===== src/rtl/riscv_rf_pkg.sv =====
// Shared register-file constants and the write-port bundle type used by
// the writeback arbiter.
package riscv_rf_pkg;

  localparam int XLEN       = 64;
  localparam int REG_ADDR_W = 5;
  localparam int NUM_REGS   = 2 ** REG_ADDR_W;

  // One register-file write-port beat: enable, index and data.
  typedef struct packed {
    logic                  regWrite;
    logic [REG_ADDR_W-1:0] writeRegister;
    logic [XLEN-1:0]       writeData;
  } rfWrite_t;

endpackage


===== src/rtl/rr_arbiter2.sv =====
// Two-requester round-robin arbiter. The grant is combinational and
// one-hot. lastGrant remembers which port won the most recent accepted
// grant, so on a tie the other port wins. It resets to 1, which means
// port 0 wins the first tie.
module rr_arbiter2 (
  input  logic       clk,
  input  logic       rst,
  input  logic [1:0] req,
  input  logic       advance,
  output logic [1:0] gnt
);

  logic lastGrant;

  // Combinational one-hot grant. No grant is issued while reset is held.
  always_comb begin
    gnt = 2'b00;
    if (!rst) begin
      case (req)
        2'b01:   gnt = 2'b01;
        2'b10:   gnt = 2'b10;
        2'b11:   gnt = lastGrant ? 2'b01 : 2'b10;
        default: gnt = 2'b00;
      endcase
    end
  end

  // Round-robin pointer. It moves only when the grant is actually consumed.
  always_ff @(posedge clk) begin
    if (rst) begin
      lastGrant <= 1'b1;
    end else if (advance && (gnt != 2'b00)) begin
      lastGrant <= gnt[1];
    end
  end

endmodule


===== src/rtl/regfile_write_arbiter.sv =====
// Shares the register file's single write port between the execute-stage
// writeback (port 0) and the load/multi-cycle writeback (port 1). It also
// keeps the busy scoreboard that issue logic uses for RAW/WAW stalls.
//
// Handshake: a transfer on port n happens in any cycle where
// reqn_valid && reqn_ready. A requester raises valid independently of
// ready, and it holds valid, rd and data stable until the transfer. Ready
// is a combinational grant: at most one port is ready per cycle, and
// neither port is ready while rst is high.
module regfile_write_arbiter
  import riscv_rf_pkg::*;
(
  input  logic                  clk,
  input  logic                  rst,
  input  logic                  req0_valid,
  input  logic [REG_ADDR_W-1:0] req0_rd,
  input  logic [XLEN-1:0]       req0_data,
  output logic                  req0_ready,
  input  logic                  req1_valid,
  input  logic [REG_ADDR_W-1:0] req1_rd,
  input  logic [XLEN-1:0]       req1_data,
  output logic                  req1_ready,
  input  logic                  rsv_valid,
  input  logic [REG_ADDR_W-1:0] rsv_rd,
  output logic                  rsv_conflict,
  output logic                  rf_regWrite,
  output logic [REG_ADDR_W-1:0] rf_writeRegister,
  output logic [XLEN-1:0]       rf_writeData,
  output logic [NUM_REGS-1:0]   busy
);

  logic [1:0]            gnt;
  logic                  transfer;
  logic [REG_ADDR_W-1:0] selRd;
  logic [XLEN-1:0]       selData;
  logic                  rsvAccept;
  logic [NUM_REGS-1:0]   busyReg;
  logic [NUM_REGS-1:0]   busyNext;
  rfWrite_t              wrPort;

  rr_arbiter2 u_arb (
    .clk     (clk),
    .rst     (rst),
    .req     ({req1_valid, req0_valid}),
    .advance (transfer),
    .gnt     (gnt)
  );

  assign req0_ready = gnt[0];
  assign req1_ready = gnt[1];
  // A grant is always taken in the same cycle because ready == grant
  // and grant implies valid.
  assign transfer   = gnt[0] | gnt[1];

  // Select the winning requester's destination and data.
  always_comb begin
    selRd   = req0_rd;
    selData = req0_data;
    if (gnt[1]) begin
      selRd   = req1_rd;
      selData = req1_data;
    end
  end

  // WAW check uses the busy value before this cycle's update, so a
  // same-cycle completing write to the same register still refuses the
  // reservation. Issue retries on the next cycle.
  assign rsv_conflict = rsv_valid & busyReg[rsv_rd];
  assign rsvAccept    = rsv_valid & ~rsv_conflict & (rsv_rd != '0);

  // Scoreboard next state. The clear from a completing write is applied
  // first and then an accepted reservation sets its register. x0 is
  // never tracked.
  always_comb begin
    busyNext = busyReg;
    if (transfer && (selRd != '0)) begin
      busyNext[selRd] = 1'b0;
    end
    if (rsvAccept) begin
      busyNext[rsv_rd] = 1'b1;
    end
    busyNext[0] = 1'b0;
  end

  // Scoreboard register.
  always_ff @(posedge clk) begin
    if (rst) begin
      busyReg <= '0;
    end else begin
      busyReg <= busyNext;
    end
  end

  // Registered write port. The enable lasts one cycle per transfer and is
  // suppressed for x0. Index and data hold between writes.
  always_ff @(posedge clk) begin
    if (rst) begin
      wrPort <= '0;
    end else if (transfer) begin
      wrPort.regWrite      <= (selRd != '0);
      wrPort.writeRegister <= selRd;
      wrPort.writeData     <= selData;
    end else begin
      wrPort.regWrite <= 1'b0;
    end
  end

  assign rf_regWrite      = wrPort.regWrite;
  assign rf_writeRegister = wrPort.writeRegister;
  assign rf_writeData     = wrPort.writeData;
  assign busy             = busyReg;

endmodule


===== config.mk =====
export PLATFORM = sky130hd
export DESIGN_NAME = regfile_write_arbiter
export DESIGN_NICKNAME = d
export VERILOG_FILES = /design/src/rtl/riscv_rf_pkg.sv /design/src/rtl/rr_arbiter2.sv /design/src/rtl/regfile_write_arbiter.sv
export SDC_FILE = /design/constraint.sdc
export NUM_CORES = 1
export LEC_CHECK = 0
export ABC_AREA = 1
export CORE_MARGIN = 5
export CORE_UTILIZATION = 40
export CTS_BUF_LIST = sky130_fd_sc_hd__clkbuf_4 sky130_fd_sc_hd__clkbuf_8
export CTS_CLUSTER_SIZE = 40
export DETAILED_ROUTE_END_ITERATION = 8
export MAX_ROUTING_LAYER = met4
export PLACE_DENSITY = 0.82
export REMOVE_ABC_BUFFERS = 1
export SLEW_MARGIN = 20
export SYNTH_ARGS = -nofsm -noshare
export SYNTH_HDL_FRONTEND = slang
export SYNTH_SLANG_ARGS = --single-unit

===== constraint.sdc =====
create_clock -name clk -period 1.7 [get_ports clk]
set_input_delay 0.34 -clock clk [delete_from_list [all_inputs] [get_ports clk]]
set_output_delay 0.34 -clock clk [all_outputs]
set_load 0.005 [all_outputs]

==> results.json, run 1 <==
{
  "clkTransAtPathRegs_ns": 0.10,
  "fin_cells": 1420,
  "synth_warnings": 0,
  "switchingPower_mw": 2.01,
  "yosysTopAreaCell": "dfxtp_1",
  "dp_slack_ns": -0.870,
  "grt.met2_usage": 0.465,
  "ys_ff_latch": 102,
  "dpl.hpwl_mm": 16.3,
  "grt_usage": 0.285,
  "via_per_inst": 5.43,
  "rsz0062_at_grt": "true",
  "vias": 7717,
  "critPathMaxFanout": 3,
  "muxShareOfSynthArea": 0,
  "nNetsFinal": 1378,
  "crit_family": "buffers and inverters",
  "whs_ns": 0.349,
  "yosysTopAreaCellShare": 0.353,
  "clockBufferDepth": 2,
  "grt_util_met3": 0.0520,
  "cts.sink_count": 102,
  "dp.cells": 1357,
  "insertion_delay_ns": 0.39,
  "cts_tree": "yes",
  "crit_slowest_cell": "dlygate4sd2_1",
  "hp-class": "input port to register",
  "holdCritStartpoint": "rst",
  "p_clk_frac": 0.257,
  "min_to": "u_arb.lastGrant",
  "cp.arrival_ns": 1.52,
  "initial_core_util": 0.403,
  "fin_setup_tns_ns": -1.83,
  "grt-ovfl-total": 0,
  "ant_nets": 0,
  "yosysSeqAreaShare": 0.353,
  "portBuffers": 251,
  "utilization": 0.747,
  "gr-usage-met1": 0.334,
  "post-route-period-util": 1.09,
  "cp-start-kind": "input port",
  "first_pass_iters": 5,
  "synth_compound_area_frac": 0.177,
  "fin_skew_ns": 0.0130,
  "die_h_um": 130,
  "p_leak_nw": 4.75,
  "drv_slew": 0,
  "die_area_um2": 17000,
  "finalWirelength_mm": 26.9,
  "io-pin-count": 253,
  "min_period_ns": 1.86,
  "antenna_found_initial": 1,
  "synth_top_family_by_area": "simple AND/OR/NAND/NOR gates",
  "layout_setup_ws_ns": -0.159,
  "status": "finished, violations left",
  "worstSetupPathType": "input port to output port",
  "root_buffer": "clkbuf_8",
  "tightestPinTransition_ns": 0.723,
  "hold_viol": 0,
  "grt.busiest_layer": "met2",
  "power_density_nw_per_um2": 596,
  "critPathBufInv": 3,
  "ff2ff_setup_slack_ns": -0.11,
  "path_cells": "dlygate4sd2_1 > buf_4 > nor3_2 > nand2_1 > nand2_1 > nor2_2 > a21oi_1 > buf_2",
  "grt_start_max_net_pins": 67,
  "ir_drop_mv": 0.500,
  "max_stage_delay_ns": 0.27,
  "synth_xor_area_frac": 0,
  "numCtsBuffers": 9,
  "drv_cap": 0,
  "swShare": 0.315,
  "core_um2": 14400,
  "synthTopCellsByArea": "dfxtp_1 35%, nand2_1 15%, nor3_1 6.2%",
  "place.gp.congestion": 0.932,
  "grt_pass1_vias": 7289,
  "power.share.sequential": 0.409,
  "cpMostUsedCell": "nand2_1",
  "max_freq_mhz": 538,
  "rows": 44,
  "drc": 0,
  "grt_pass1_wl_mm": 37.1,
  "endpoint_kind": "output port",
  "synth.distinct_cells": 28,
  "slew_headroom": 0.518,
  "drive_above_1_share": 0.309,
  "die_w_um": 130,
  "fillCellCount": 1018,
  "r2r-start": "u_arb.lastGrant",
  "min_path_cells": 3,
  "h-tree-depth": 3,
  "r2r-end": "busy[4]",
  "violations": "negative setup slack",
  "cp.required_ns": 1.36,
  "r2r_cells": 13,
  "synth.avg_cell_area_um2": 6.50,
  "internal-power_mw": 4.39,
  "synthCells": 891,
  "drt_iter0_drc": 687,
  "setup_viol": 31,
  "synth-adder-area-share": 0,
  "synthesis.area_um2": 5790,
  "pwr-share-comb": 0.334,
  "synth_simple_gate_area_frac": 0.353,
  "area_growth_pct": 85.5,
  "detail_route.wl_per_cell_um": 18.9
}
-- per-stage QoR --
step / cell area [um^2] / total power [mW]
final: 10700 / 6.40
after floorplan: 5480 / 3.26
after global placement: 9060 / 4.32
after CTS: 10000 / 6.17
after global routing: 10700 / 6.66
after detailed placement: 9060 / 4.34
-- repair_timing --
item | in CTS | in global routing
setup endpoints to repair | 122 | 115
gates cloned | 7 | 5
resized for setup | 151 | 169
buffers inserted | 27 | 13
pin swaps | 38 | 50
hold buffers | 0 | 0
-- power groups by stage --
stage | clock [mW] | combinational (mW) | sequential (mW)
2_1_floorplan | 0 | 0.583 | 2.68
3_3_place_gp | 0 | 1.65 | 2.66
3_5_place_dp | 0 | 1.67 | 2.67
4_1_cts | 1.66 | 1.90 | 2.62
5_1_grt | 1.76 | 2.27 | 2.64
6_report | 1.64 | 2.14 | 2.62
-- area by class of cell --
cell class | count | area (um^2) | area share
repair buffers | 387 | 3970 | 0.370
multi-input cells | 634 | 3870 | 0.360
flip-flops and latches | 102 | 2080 | 0.194
inverters | 96 | 380 | 0.0354
well taps | 184 | 230 | 0.0214
clock buffers | 11 | 145 | 0.0135
clock inverters | 5 | 58.8 | 0.00548
diodes | 1 | 2.50 | 0.000233
-- routing by layer --
| layer | routed length [um] | vias to the layer above | share of wire |
|---|---|---|---|
| li1 | - | 3576 | - |
| met1 | 10100 | 3571 | 0.38 |
| met2 | 12900 | 446 | 0.48 |
| met3 | 2290 | 124 | 0.085 |
| met4 | 1510 | 0 | 0.056 |
| met5 | 0 | - | 0 |
-- worst max-delay path by stage --
stage | start | end | slack [ns] | cells past startpoint
3_5_place_dp | rsv_rd[0] | rsv_conflict | -0.87 | 11
5_1_grt | u_arb.lastGrant | busy[4] | -0.20 | 13
4_1_cts | rsv_rd[4] | rsv_conflict | -0.06 | 8
3_3_place_gp | rsv_rd[0] | rsv_conflict | -0.83 | 11
6_report | rsv_rd[4] | rsv_conflict | -0.16 | 8
2_1_floorplan | req0_valid | busy[4] | -2.42 | 7
-- cell families after synthesis --
| logic type | Yosys count |
|---|---|
| and+or+nand+nor | 452 |
| AOI/OAI and AO/OA | 178 |
| other | 1 |
| buffers and inverters | 158 |
| DFF | 102 |
-- Yosys cell counts --
library cell / count
buf_6: 6
o21ai_1: 6
nand2_1: 230
buf_2: 20
nand3_2: 20
o21ai_0: 65
nor2_2: 4
a211o_1: 1
nand3_1: 50
clkbuf_1: 32
nor3_2: 1
nor2_1: 67
inv_2: 7
a21oi_1: 67
nor3_1: 72
o211ai_1: 15
nand2_2: 3
dfxtp_1: 102
nand2_4: 2
nor2_8: 1
conb_1: 1
inv_1: 87
inv_4: 2
o21ai_2: 4
nor2_4: 2
buf_4: 2
buf_1: 2
a21oi_2: 20
-- sequential cells by signal, summed over array words and instances (netlist names) --
register,cells
u_arb.lastGrant,1
rf_writeData,64
rf_writeRegister,5
busy,31
rf_regWrite,1
-- worst reg2reg max path, stage by stage, from the launching register on --
cell and delay [ns]:
dfxtp_2 0.34, nand2_2 0.09, inv_4 0.06, nor2_8 0.15, buf_12 0.16, nand2_4 0.06, o21ai_4 0.08, inv_2 0.08
nor2_4 0.11, buf_12 0.17, buf_6 0.12, nand3_2 0.07, o21ai_2 0.15, a21oi_2 0.07
-- placed cells by master, fill, tap and decap left out, types with 2 or more instances in the layout --
| cell type | synthesis | final |
|---|---|---|
| buf_8 | 0 | 2 |
| nand2_8 | 0 | 4 |
| nor3_1 | 72 | 65 |
| nor2_1 | 67 | 42 |
| o211ai_1 | 15 | 15 |
| nor2_2 | 4 | 19 |
| inv_1 | 87 | 84 |
| inv_4 | 2 | 3 |
| dfxtp_2 | 0 | 31 |
| nand3_2 | 20 | 33 |
| buf_6 | 6 | 20 |
| o21ai_4 | 0 | 5 |
| clkbuf_16 | 0 | 4 |
| dlygate4sd2_1 | 0 | 14 |
| nand3_4 | 0 | 20 |
| dfxtp_1 | 102 | 71 |
| dlymetal6s2s_1 | 0 | 16 |
| nand3_1 | 50 | 17 |
| nor3_4 | 0 | 4 |
| buf_2 | 20 | 2 |
| clkdlybuf4s50_1 | 0 | 214 |
| inv_2 | 7 | 7 |
| nor3_2 | 1 | 4 |
| buf_4 | 2 | 92 |
| nand2_2 | 3 | 34 |
| nand2_1 | 230 | 189 |
| o21ai_0 | 65 | 54 |
| clkinvlp_4 | 0 | 2 |
| o21ai_1 | 6 | 10 |
| o21ai_2 | 4 | 6 |
| a21oi_1 | 67 | 60 |
| clkbuf_8 | 0 | 10 |
| a21oi_2 | 20 | 27 |
| nor2_4 | 2 | 12 |
| nand2_4 | 2 | 11 |
| buf_12 | 0 | 20 |
Power figures use the tool's default switching activity.
==> run 2: changes to the inputs <==
HOLD_SLACK_MARGIN = 0.15   (was not set)
==> results of run 2 <==
No change in the layout: final DEF, timing and power equal those of run 1.
